### src/rtl/zacore_fetch.sv
// ---------------------------------------------------------------------------
// zacore_fetch
//   Fetch stage of the Zacore pipeline. Generates sequential PCs, issues
//   requests on an in-order instruction memory port, buffers the responses in
//   a small FIFO and presents {valid, pc, inst} to decode. A redirect from
//   execute flushes the buffer and marks every in-flight request as stale so
//   its response is discarded on arrival.
//
// Ports
//   clk               in   1   clock
//   rst               in   1   synchronous, active-high reset
//   i_execute_fetch   in   32  {valid, pc[31:1]}; valid=1 redirects to pc
//   i_stall           in   1   decode cannot accept this cycle
//   o_fetch_decode    out  64  {valid, pc[31:1], inst[31:0]} (FIFO head)
//   o_imem_req_valid  out  1   instruction memory request valid
//   i_imem_req_ready  in   1   memory accepts the request this cycle
//   o_imem_addr       out  32  request byte address, bits [1:0]=0
//   i_imem_rsp_valid  in   1   in-order response valid
//   i_imem_rsp_data   in   32  instruction word
// ---------------------------------------------------------------------------
module zacore_fetch #(
    parameter logic [31:0] RESET_PC   = 32'h0000_0000,
    parameter int unsigned FIFO_DEPTH = 4
) (
    input  logic        clk,
    input  logic        rst,
    input  logic [31:0] i_execute_fetch,
    input  logic        i_stall,
    output logic [63:0] o_fetch_decode,
    output logic        o_imem_req_valid,
    input  logic        i_imem_req_ready,
    output logic [31:0] o_imem_addr,
    input  logic        i_imem_rsp_valid,
    input  logic [31:0] i_imem_rsp_data
);
    localparam int unsigned PW = $clog2(FIFO_DEPTH);  // FIFO pointer width
    localparam int unsigned CW = PW + 1;              // counts 0..FIFO_DEPTH
    localparam int unsigned OW = CW + 1;              // inflight + buffered sum

    typedef logic [30:0] pc_t;  // halfword-granular PC, byte address [31:1]

    typedef struct packed {
        logic valid;
        pc_t  pc;
    } datapath_info_t;

    typedef struct packed {
        datapath_info_t datapath_info;
    } execute_fetch_if_t;

    typedef struct packed {
        datapath_info_t datapath_info;
        logic [31:0]    inst;
    } fetch_decode_if_t;

    // DRAIN means stale responses are still owed by memory
    typedef enum logic [0:0] {
        ST_FETCH = 1'b0,
        ST_DRAIN = 1'b1
    } state_e;

    execute_fetch_if_t ef_s;
    fetch_decode_if_t  fd_s;

    pc_t            fetch_pc_q, fetch_pc_d;
    pc_t            rsp_pc_q, rsp_pc_d;
    logic [CW-1:0]  inflight_q, inflight_d;
    logic [CW-1:0]  drop_cnt_q, drop_cnt_d;
    logic [CW-1:0]  count_q, count_d;
    logic [PW-1:0]  wr_ptr_q, wr_ptr_d;
    logic [PW-1:0]  rd_ptr_q, rd_ptr_d;
    state_e         state_q, state_d;

    pc_t            fifo_pc_q   [FIFO_DEPTH];
    logic [31:0]    fifo_inst_q [FIFO_DEPTH];

    logic           redirect_s;
    pc_t            target_s;
    logic [OW-1:0]  occupancy_s;
    logic           req_valid_s;
    logic           req_fire_s;
    logic           out_valid_s;
    logic           pop_s;
    logic           push_s;
    logic           full_s;

    assign ef_s = execute_fetch_if_t'(i_execute_fetch);

    // Handshake and control decode for the current cycle
    always_comb begin
        redirect_s  = ef_s.datapath_info.valid;
        // Byte bit 1 is cleared: only 32-bit aligned instructions are fetched
        target_s    = ef_s.datapath_info.pc & 31'h7FFF_FFFE;
        occupancy_s = OW'(inflight_q) + OW'(count_q);
        // Capacity rule: never more requests outstanding than buffer slots
        req_valid_s = !rst && !redirect_s && (occupancy_s < OW'(FIFO_DEPTH));
        req_fire_s  = req_valid_s && i_imem_req_ready;
        out_valid_s = !rst && !redirect_s && (count_q != {CW{1'b0}});
        pop_s       = out_valid_s && !i_stall;
        push_s      = !rst && i_imem_rsp_valid && !redirect_s && (state_q == ST_FETCH);
        full_s      = (count_q == CW'(FIFO_DEPTH));
    end

    // Next-state computation; redirect overrides every other update
    always_comb begin
        fetch_pc_d = fetch_pc_q;
        rsp_pc_d   = rsp_pc_q;
        inflight_d = inflight_q;
        drop_cnt_d = drop_cnt_q;
        count_d    = count_q;
        wr_ptr_d   = wr_ptr_q;
        rd_ptr_d   = rd_ptr_q;
        if (redirect_s) begin
            fetch_pc_d = target_s;
            rsp_pc_d   = target_s;
            // Every request still outstanding after this cycle is wrong-path.
            // Previously stale ones are already part of inflight, so the new
            // drop count is the outstanding total, not an additional sum.
            inflight_d = inflight_q - CW'(i_imem_rsp_valid);
            drop_cnt_d = inflight_q - CW'(i_imem_rsp_valid);
            count_d    = {CW{1'b0}};
            wr_ptr_d   = {PW{1'b0}};
            rd_ptr_d   = {PW{1'b0}};
        end else begin
            if (req_fire_s) begin
                fetch_pc_d = fetch_pc_q + 31'd2;
            end else begin
                fetch_pc_d = fetch_pc_q;
            end
            inflight_d = inflight_q + CW'(req_fire_s) - CW'(i_imem_rsp_valid);
            if (i_imem_rsp_valid && (state_q == ST_DRAIN)) begin
                drop_cnt_d = drop_cnt_q - {{(CW-1){1'b0}}, 1'b1};
            end else begin
                drop_cnt_d = drop_cnt_q;
            end
            if (push_s) begin
                rsp_pc_d = rsp_pc_q + 31'd2;
                wr_ptr_d = wr_ptr_q + {{(PW-1){1'b0}}, 1'b1};
            end else begin
                rsp_pc_d = rsp_pc_q;
                wr_ptr_d = wr_ptr_q;
            end
            if (pop_s) begin
                rd_ptr_d = rd_ptr_q + {{(PW-1){1'b0}}, 1'b1};
            end else begin
                rd_ptr_d = rd_ptr_q;
            end
            count_d = count_q + CW'(push_s) - CW'(pop_s);
        end
        state_d = (drop_cnt_d != {CW{1'b0}}) ? ST_DRAIN : ST_FETCH;
    end

    // Control state registers with synchronous reset
    always_ff @(posedge clk) begin
        if (rst) begin
            fetch_pc_q <= RESET_PC[31:1];
            rsp_pc_q   <= RESET_PC[31:1];
            inflight_q <= {CW{1'b0}};
            drop_cnt_q <= {CW{1'b0}};
            count_q    <= {CW{1'b0}};
            wr_ptr_q   <= {PW{1'b0}};
            rd_ptr_q   <= {PW{1'b0}};
            state_q    <= ST_FETCH;
        end else begin
            fetch_pc_q <= fetch_pc_d;
            rsp_pc_q   <= rsp_pc_d;
            inflight_q <= inflight_d;
            drop_cnt_q <= drop_cnt_d;
            count_q    <= count_d;
            wr_ptr_q   <= wr_ptr_d;
            rd_ptr_q   <= rd_ptr_d;
            state_q    <= state_d;
        end
    end

    // Instruction buffer storage; contents are qualified by count_q
    always_ff @(posedge clk) begin
        if (push_s) begin
            fifo_pc_q[wr_ptr_q]   <= rsp_pc_q;
            fifo_inst_q[wr_ptr_q] <= i_imem_rsp_data;
        end else begin
            fifo_pc_q[wr_ptr_q]   <= fifo_pc_q[wr_ptr_q];
            fifo_inst_q[wr_ptr_q] <= fifo_inst_q[wr_ptr_q];
        end
    end

    // Decode-facing view of the FIFO head and memory request port
    always_comb begin
        fd_s.datapath_info.valid = out_valid_s;
        fd_s.datapath_info.pc    = fifo_pc_q[rd_ptr_q];
        fd_s.inst                = fifo_inst_q[rd_ptr_q];
        o_fetch_decode           = fd_s;
        o_imem_req_valid         = req_valid_s;
        o_imem_addr              = {fetch_pc_q, 1'b0};
    end

    zacore_fetch_chk u_chk (
        .clk    (clk),
        .rst    (rst),
        .push_i (push_s),
        .pop_i  (pop_s),
        .full_i (full_s)
    );

endmodule

// Buffer overflow checker: a push into a full FIFO without a pop would lose data
module zacore_fetch_chk (
    input  logic clk,
    input  logic rst,
    input  logic push_i,
    input  logic pop_i,
    input  logic full_i
);
    a_no_overflow: assert property (@(posedge clk) disable iff (rst)
        !(push_i && full_i && !pop_i));
endmodule

### config.mk
export PLATFORM = sky130hd
export DESIGN_NAME = zacore_fetch
export DESIGN_NICKNAME = d
export VERILOG_FILES = /design/src/rtl/zacore_fetch.sv
export SDC_FILE = /design/constraint.sdc
export NUM_CORES = 1
export LEC_CHECK = 0
export CAP_MARGIN = 20
export CORE_MARGIN = 3
export CORE_UTILIZATION = 40
export CTS_CLUSTER_SIZE = 30
export DETAILED_ROUTE_END_ITERATION = 6
export SYNTH_ARGS = -nofsm -noshare
export SYNTH_HDL_FRONTEND = slang
export SYNTH_SLANG_ARGS = --single-unit
export TNS_END_PERCENT = 50
### constraint.sdc
create_clock -name clk -period 5.3 [get_ports clk]
set_clock_uncertainty 0.05 [all_clocks]
set_input_delay 0.795 -clock clk [delete_from_list [all_inputs] [get_ports clk]]
set_output_delay 0.795 -clock clk [all_outputs]
set_load 0.1 [all_outputs]
# ---- Word level (Yosys, flattened, before mapping)
# Memories as Yosys holds them, arrays and structs flattened. A register that Yosys moved wholly into a read port is not among the register bits.
# Cells that the tools add are included.
dict set report totals {
  register_bits 76
  latchBits 0
  ram_bits 252
  rom_bits 0
  input_bits 69
  out_inout_bits 97
  elab_cells 63
  n_memories 2
}
# memory depth width read_ports rd_clocked_by_memory_dff wr line
set memory_table {}
lappend memory_table {fifo_inst_q 4 32 1 1 1 75} ;# logic [31:0] fifo_inst_q [FIFO_DEPTH];
lappend memory_table {fifo_pc_q 4 31 1 1 1 74} ;# pc_t fifo_pc_q [FIFO_DEPTH];
dict set report classes {
  add_sub_neg 11
  n_mul 0
  n_div 0
  magnitude_cmp 1
  eq_ne 1
  shift 0
  mux 17
  bitwise 3
  reduce_logical 18
}
# op count
set op_table {}
lappend op_table {{31-bit 2-to-1 mux} 5}
lappend op_table {{31-bit by 2-bit adder with 31-bit output, second input constant} 2}
lappend op_table {{32-bit 2-to-1 mux} 1}
lappend op_table {{1-bit logical AND} 9}
lappend op_table {{3-bit 2-to-1 mux} 3}
lappend op_table {{3-bit by 1-bit subtractor with 3-bit output} 3}
lappend op_table {{2-bit 2-to-1 mux} 4}
lappend op_table {{3-bit by 1-bit adder with 3-bit output} 2}
lappend op_table {{3-bit nonzero test} 2}
lappend op_table {{2-bit by 1-bit adder with 2-bit output, second input constant} 2}
lappend op_table {{3-bit by 3-bit adder with 4-bit output} 1}
lappend op_table {{4-bit by 3-bit < comparator with 1-bit output, second input constant} 1}
lappend op_table {{1-bit 2-to-1 mux} 4}
lappend op_table {{2-bit nonzero test} 2}
lappend op_table {{1-bit zero test} 3}
lappend op_table {{3-bit by 1-bit subtractor with 3-bit output, second input constant} 1}
lappend op_table {{1-bit bitwise OR} 2}
lappend op_table {{2-bit AND reduction} 1}
lappend op_table {{2-bit OR reduction} 1}
lappend op_table {{0-bit != test} 1}
lappend op_table {{1-bit inverter} 1}

# ---- Logic depth before layout (Yosys ltp)
dict set report depth {
  word_depth 7
  mapped_depth 14
  ltp_nobuf 12
}

# ---- Least setup slack after synthesis
# OpenSTA, ideal clock, no wires.
dict set report synth_path {
  path_type {in2reg}
  from {in rst}
  to {mem fifo_inst_q[0][0] (enable)}
  setup_time_ns 0.426
  arrival_ns 3.003
  setup_slack_ns 1.820
  path_stages 3
  n_path_buf 1
  path_cell_list {clkbuf_1 nor4b_2 and2_1}
}
dict set report synth_via {
  elab_chain_len 7
  word_cells_on_any_way 9
  cone_classes {3 x mux; 1 x bitwise; 5 x reduce/logical}
}
# element line
set synth_rtl {}
lappend synth_rtl {{start: declaration} 26} ;# input logic rst,
lappend synth_rtl {{1-bit zero test (*)} 100} ;# push_s = !rst && i_imem_rsp_valid && !redirect_s && (state_q == ST_FETCH);
lappend synth_rtl {{1-bit logical AND (*) (3 in series)} 100}
lappend synth_rtl {{1-bit 2-to-1 mux, on equally long branches} {178, 183}}
lappend synth_rtl {{1-bit 2-to-1 mux (implied by the code) / 2-bit AND reduction (equally long branches)} --}
lappend synth_rtl {{1-bit bitwise OR (no line) (*)} --}
lappend synth_rtl {{end: declaration} 75}
# Mark *: on every way between the ends. The rest lies on a longest branch, timed or not.

==> impl_metrics.ini <==
[sta]
min_period_ps = 4060
rsz0062_at_grt = no
fin_ws_ps = 1240
tightestPinTransition_ps = 1090
period_share_pct = 76.7
finalSetupViolCount = 0
max_freq_mhz = 246
setup_tns_ps = 0
slew_violations = 0
slew_headroom_pct = 27.1
hold_viol = 0

[pwr]
clkPwrFrac_pct = 41.8
peakVddDrop_v = 0.000181
seqPwrFrac_pct = 49.0
p_leak_nw = 5.26
switchingPower_mw = 1.38
power_density_nw_per_um2 = 355
power_frac_comb_pct = 9.2
p_int_mw = 4.45
total_power_mw = 5.84
p_sw_share_pct = 23.7

[routing]
drt_iter0_markers = 392
routed.top_layer = met4
drc = 0
wl_met2_mm = 12.6
wl_met1_mm = 13.2
ant_nets = 0
firstDrtPassIters = 5
routed_via_density = 5.14
vias = 7540
detail_route.wirelength_mm = 27.8
routed-wl-met3_mm = 1.67
wl_per_cell_um = 19.0

[synth]
synthTopCellsByCount = edfxtp_1, dfxtp_1, mux4_2, nand2_1, xnor2_1
synth_top_area_share_pct = 56.7
syn_avg_cell_area_um2 = 15.7
synth_top_cell_by_area = edfxtp_1
synth_seq_area_share_pct = 68.3
yosysMostFrequentCell = edfxtp_1
synth_edf_count = 248
yosysUniqueCellTypes = 48
postSynthCellCount = 837
yosys_register_bits = 324
synthTopCellsByArea = edfxtp_1, dfxtp_1, mux4_2
synth-main-ff-cell = edfxtp_1
async_flop_share_pct = 0
ys_warn_count = 0
synth_area_um2 = 13100

[worst_setup_path]
path_class = reg2out
cpMaxStageDelayCell = clkdlybuf4s50_1
path_cells = buf_4 > mux4_2 > clkdlybuf4s50_1
start_kind = flip-flop
end_kind = output pin
slowest_delay_ps = 1000
crit_fanout = 29
arrival_ps = 3220
critPathRequiredTime_ps = 4450

[clock_tree]
clk_path_buf_depth = 3
cts-buffers-inserted = 36
clk_pin_slew_ps = 60
clock_sinks = 324
post_cts_buffers = 0
cts_hold_buf = 0
htreeDepth = 2
clkLatencyLatePin_ps = 510
ctsRootBufferMaster = clkbuf_16
ctsResizeCount = 0
cts_tree = built

[global_routing]
grt_pass1_vias = 7812
grt_max_degree = 63
antenna_found_initial = 0
gr-total-overflow = 0
grt_usage_pct = 15.9
grt_first_pass_wirelength_mm = 44.3

[finish]
n_fill_cell = 2681
n_antenna_cell = 0
multi_input_area_um2 = 3840
stdcell_count = 1468
area_growth_pct = 25.1
layout.area.seq_um2 = 8970
drive_gt1_share_pct = 13.9
layout.nets = 1091

[floorplan]
die-area_um2 = 35000
fp.dieW_um = 187
placementRows = 65
pin_count = 166
die_y_um = 187
initial_core_util_pct = 41.1
core-area_um2 = 32000

[worst_hold_path]
hold_path_class = reg2reg

[placed_design]
dp_slack_ps = 1500
placed_cells = 1402
place_congestion = 0.823
dp_hpwl_mm = 17.8
port_buffers = 161

[job]
max_cap_violations = 0

[outcome]
outcome = complete, no violations
cell type report:
type                    instances  share of cell area, %
clock inverters                16                  0.967
clock buffers                  50                   6.18
flip-flops and latches        324                   54.6
well taps                     435                   3.31
inverters                      34                  0.792
repair buffers                175                   10.8
multi-input cells             434                   23.4
final timing paths:
check / slack [ps] / to / cells past startpoint / startpoint
worst max register to register: 2030 / inflight_q[2] / 12 / inflight_q[2]
worst min-delay path: 440 / wr_ptr_q[1] / 2 / wr_ptr_q[1]
worst max-delay path: 1240 / o_fetch_decode[42] / 3 / flip-flop
worst min register to register: 440 / wr_ptr_q[1] / 2 / wr_ptr_q[1]
state kept, by name, indices dropped and copies added (netlist names), named ones only:
name	cells
count_q	3
rsp_pc_q	30
rd_ptr_q	2
inflight_q	3
drop_cnt_q	3
wr_ptr_q	2
fetch_pc_q	30
fifo_inst_q	128
state_q	1
fifo_pc_q	120
power groups by stage:
stage | sequential [mW] | clock (mW) | combinational [mW]
after global placement | 2.91 | 0 | 0.537
after global routing | 2.87 | 2.62 | 0.572
after detailed placement | 2.91 | 0 | 0.539
final | 2.86 | 2.44 | 0.537
after CTS | 2.86 | 2.51 | 0.541
after floorplan | 3.01 | 0 | 0.266
cell families after synthesis:
group | count (synthesis) | synth area share (%)
xor gates and xnor gates | 56 | 3.74
adders and majority gates | 17 | 1.73
other | 1 | 0.0286
and+or+nand+nor | 194 | 7.81
AOI/OAI and AO/OA | 99 | 4.94
DFF | 324 | 68.3
buffers and inverters | 81 | 2.56
muxes | 65 | 10.9
critical path: cells and delay by family (launching register included):
family / cells / cell delay (ps)
multiplexers: 1 / 540
buffers and inverters: 2 / 1360
flip-flops: 1 / 740
through the flow:
stage          instance area, um^2  utilization, %  hold slack, ps
4_1_cts                      16400            51.4             451
5_1_grt                      16400            51.4             486
3_5_place_dp                 15300            47.7             440
6_report                     16400            51.4             445
3_3_place_gp                 15300            47.7             438
2_1_floorplan                13100               -             416
cells in the final DEF, fill, tap and decap left out, drive strengths merged, types with 4 or more instances in the layout:
cell type,n
and4,7
and3,11
o21ai,6
nand2b,4
ha,15
inv,33
nor3,18
dfxtp,76
nor2,35
a31oi,6
nand3,20
xnor2,43
nand4,20
a21boi,23
a211oi,14
edfxtp,248
xor2,13
buf,17
nor4,13
or3,5
clkinv,13
clkdlybuf4s50,158
mux4,62
o22ai,4
and2,7
clkbuf,50
o21a,6
a21oi,30
nand2,44
layer usage:
layer  GRT usage [%]  vias to the layer above
met5               0                        -
met4            3.43                        0
met3            3.24                       32
met2            24.7                      228
met1            23.4                     3723
li1                -                     3557
Power figures use the tool's default switching activity.
==> RTL change 1: new RTL, same flow settings <==
Set the parameter `FIFO_DEPTH` to 16 (it was 4).
--- a/src/rtl/zacore_fetch.sv
+++ b/src/rtl/zacore_fetch.sv
@@ -20,7 +20,7 @@
 // ---------------------------------------------------------------------------
 module zacore_fetch #(
     parameter logic [31:0] RESET_PC   = 32'h0000_0000,
-    parameter int unsigned FIFO_DEPTH = 4
+    parameter int unsigned FIFO_DEPTH = 16
 ) (
     input  logic        clk,
     input  logic        rst,
Check against the original RTL: no difference found for any inputs over 4 cycles, from zero or initial values and one cycle with rst high; that may be too few to reach the edited logic, so the function may still have changed.
==> RTL change 1 against the original RTL <==
- first-iteration DRC count rose to 4.9 times the old value
- count of clock-buffer cells in the layout grew 97
- sequential cell count up 756
- setup slack got worse by 620 ps
- power rose to 3.0 times the old value
- synthesized area grew to 3.2 times the old value
- cell area increased to 3.0 times the old value
- routed wire length rose to 3.5 times the old value
==> RTL change 1: results (changes against the original RTL) <==
EDFF count, synth=992 (+300%); Global Route met3 Usage=0.0300 (-0.00238); Reg2Reg Capture Point=inflight_q[4]; Total GRT Usage=0.176 (+0.0170); synth cell count leaders=992 x edfxtp_1, 310 x mux4_2, 88 x dfxtp_1; Synth area leaders=edfxtp_1 71%, mux4_2 17%, dfxtp_1 4.2%; Mapped Avg Cell Area=20.9 um^2 (+33%); status=complete, no violations; CP max FO=22 (-24%); DR top layer=met5; worst min path class=in2reg; DRT met1 WL=41,200 um (+210%); global-route met2 utilization=0.291 (+0.0441); vias in the first global route=22,000 (+180%); FF-to-FF path depth=15 (+3); met3 wire len=5990 um (+260%); clk_lat worst skew=670 ps (+160 ps); Final #Nets=2,334 (+110%); register area share after synthesis=0.747 (+0.0641); Cells after DPL=3,505 (+150%); crit path DAT=3840 ps (+620 ps); worst slack, placed=1040 ps (-465 ps); worst setup path end=o_fetch_decode[12]; DP HPWL=50,100 um (+180%); H-Tree Depth=3 (+1); worst hold start=i_execute_fetch[31]; flop2flop setup slack=1490 ps (-540 ps); first-pass GRT wire length=143,000 um (+220%)
-- RTL change 1: cell count changes after synthesis, moves of 9 or more --
cell / unedited run / this run
dfxtp_1: 76 / 88
ha_1: 15 / 27
a31oi_1: 6 / 17
a21boi_0: 23 / 5
nand2_1: 44 / 63
clkbuf_1: 33 / 69
edfxtp_1: 248 / 992
xnor2_1: 43 / 25
mux4_2: 62 / 310
o21ai_0: 6 / 17
buf_2: 0 / 16
nand3_1: 20 / 29
nor2_1: 35 / 55
-- RTL change 1: cell type report --
type                       count  area (um^2)
timing repair buffer         209         2170
clock buffer                 147         2960
fill                        8458        54800
inverter                      40          150
tap                         1380         1730
multi-input combinational    796        10200
antenna                        1         2.50
sequential                  1080        31600
clock inverter                58          504
-- RTL change 1: logic make-up (layout without fill, tap and decap cells) --
group / after synthesis / in the layout / share of synthesized area
other: 1 / 4 / 0.0000888
adder cells (fa/ha/maj): 29 / 29 / 0.00895
multiplexers: 312 / 312 / 0.166
AO/OA/AOI/OAI: 142 / 142 / 0.0228
AND/OR/NAND/NOR: 271 / 271 / 0.0333
XOR/XNOR: 39 / 39 / 0.00809
flip-flops: 1080 / 1080 / 0.747
buffers and inverters: 146 / 454 / 0.0139
-- RTL change 1: power by group through the flow --
stage / clock (uW) / sequential (uW) / combinational, uW
after detailed placement: 0 / 9680 / 667
after CTS: 7590 / 9500 / 671
final: 7420 / 9500 / 668
after global placement: 0 / 9660 / 651
after floorplan: 0 / 9730 / 341
after global routing: 7940 / 9510 / 719
-- RTL change 1: worst min-delay path by stage --
stage                           to  cells after the start
floorplan                     flop                      2
global placement       wr_ptr_q[0]                      2
detailed placement  fetch_pc_q[30]                      2
CTS                   rsp_pc_q[29]                      2
global route          rsp_pc_q[29]                      2
finish                rsp_pc_q[29]                      2
==> RTL change 2: new RTL, same settings <==
Without the edit above. Reset style: asynchronous (`rst`), changed in one clocked block. Comments in the files are not updated.
--- a/src/rtl/zacore_fetch.sv
+++ b/src/rtl/zacore_fetch.sv
@@ -151,7 +151,7 @@
     end
 
     // Control state registers with synchronous reset
-    always_ff @(posedge clk) begin
+    always_ff @(posedge clk or posedge rst) begin
         if (rst) begin
             fetch_pc_q <= RESET_PC[31:1];
             rsp_pc_q   <= RESET_PC[31:1];
Behaviour: differs if rst is asserted again (counterexample within 4 cycles, from zero or initial values and one cycle with rst high); with rst held inactive, the same outputs for 4 cycles.
==> RTL change 2 against the original RTL <==
- setup slack got worse by 120 ps
- cell area rose by 2.0%
- synthesized cell count fell by 0.12%
- synthesized area rose by 2.0%
- utilization fell by 0.29 points
- die area rose by 2.0%
- sequential cell count fell by 2
- first-iteration DRC count rose by 30%
- routed wire length rose by 4.3%
- power rose by 8.9%
- largest cell class unchanged
==> RTL change 2: results (changes against the original RTL) <==
compound-cell area share of the yosys netlist=0.0527 (+0.00331); drt via density=5.37 (+4.5%); Total GRT Usage=0.164 (+0.00460); CTS root buf=clkbuf_16; Final #Nets=1,101 (+0.92%); clk buf depth=3 (unchanged); LEAKAGE=0.00565 uW (+7.4%); Clock transition at path regs=60 ps (about the same); VDD IR max=0.000189 V (+4.5%); post-synthesis xor/xnor area fraction=0.0111 (-0.0262); worst slack, placed=1470 ps (-33.3 ps); Worst-Margin Slew=1100 ps (+7.88 ps); Synth cell types=59 (+23%); vias in the first global route=8,042 (+2.9%); port bufs=161 (unchanged); first-pass GRT wire length=46,300 um (+4.4%); share of layout cells above drive strength 1=0.148 (+0.00853); worst min path class=reg2reg; DP HPWL=18,700 um (+4.9%); status=complete, no violations; Internal=4650 uW (+4.4%); CP max FO=37 (+28%); largest net degree at the start of global routing=50 (-21%); iteration-0 DRC count of the detailed router=511 (+30%); H-Tree Depth=2 (unchanged); DRT Pass-1 Iters=5 (unchanged); Synth Area in Adders=0.0170 (-0.000347); filler cell count=2,774 (+3.5%); yosys warns=0 (unchanged); crit path DAT=3340 ps (+120 ps); setup bufs post-CTS=0 (unchanged); Synth area leaders=edfxtp_1 56%, dfrtp_1 14%, mux4_2 10%; top_reg_cell synth=edfxtp_1; register area share after synthesis=0.694 (+0.0110); clk_lat worst skew=500 ps; synth cell count leaders=248 x edfxtp_1, 76 x nand2_1, 74 x dfrtp_1; asr flop ratio synth=0.230 (+0.230); post-synthesis mux area share=0.106 (-0.00320); routability-driven placement congestion ratio=0.823 (unchanged); Largest regs=fifo_inst_q: 128 flops, fifo_pc_q: 120 flops; EDFF count, synth=248 (unchanged); CTS buffer count=35 (-2.8%); n_diodes=0 (unchanged); # resized after CTS=0 (unchanged); initial antenna violation count=0 (unchanged); DR WL/cell=19.6 um (+3.3%)
-- RTL change 2: cell types whose count changed in the layout (fill, tap and decap cells not counted), sizes merged, moves of 6 or more --
| cell | change |
|---|---|
| dfxtp | -76 |
| dfrtp | +74 |
| xnor2 | -38 |
| nand2 | +32 |
| nand3 | +31 |
| o21ai | +24 |
| a21boi | -23 |
| o211ai | +23 |
| a21oi | -20 |
| a211oi | -12 |
| o311ai | +11 |
| clkinv | -7 |
| nor4 | -7 |
| inv | -6 |
-- RTL change 2: final timing paths --
check	slack (ps)	to	depth (start not counted)	from
max	1110	o_fetch_decode[18]	3	rd_ptr_q[0]
min	470	inflight_q[2]	1	inflight_q[2]
max reg2reg	2050	inflight_q[2]	13	inflight_q[2]
min reg2reg	470	inflight_q[2]	1	inflight_q[2]
max in group asynchronous	3200	fetch_pc_q[14]	3	rst
min in group asynchronous	910	count_q[1]	2	rst
-- RTL change 2: power by group through the flow --
stage / Sequential [uW] / Clock, uW / Combinational [uW]
after floorplan: 3190 / 0 / 449
after global placement: 3020 / 0 / 883
after detailed placement: 3020 / 0 / 889
after CTS: 2970 / 2560 / 894
after global routing: 2990 / 2670 / 947
final: 2980 / 2490 / 885
-- RTL change 2: worst max-delay path, cell delays in order, from the launching register on --
cell,delay [ps]
dfrtp_4,920
buf_4,340
mux4_2,550
clkdlybuf4s50_1,980
-- RTL change 2: final cells by class --
| cell class | count | area share |
|---|---|---|
| clock buffer | 50 | 0.0588 |
| tap | 442 | 0.0330 |
| sequential | 322 | 0.555 |
| clock inverter | 13 | 0.0125 |
| timing repair buffer | 177 | 0.106 |
| inverter | 27 | 0.00605 |
| multi-input combinational | 452 | 0.228 |
-- RTL change 2: layer usage --
layer  vias to the layer above  part of all wire  GRT usage
met3                        41             0.063     0.0330
met5                         -                 0          0
met4                         0             0.014     0.0341
li1                       3649                 -          -
met2                       259              0.46      0.255
met1                      4012              0.46      0.242
-- RTL change 2: logic make-up after synthesis --
group,Yosys count
flops,322
simple gates,247
compound gates,104
mux,64
buf+inv,64
fa+ha+maj,17
xor+xnor,17
other cells,1
-- RTL change 2: through the flow --
stage          utilization  power [uW]  std cells  area, um^2
6_report             0.511        6350       1483       16800
3_3_place_gp         0.475        3900       1420       15600
4_1_cts              0.511        6430       1483       16800
3_5_place_dp         0.475        3910       1420       15600
5_1_grt              0.511        6610       1483       16800
2_1_floorplan            -        3640        838       13400
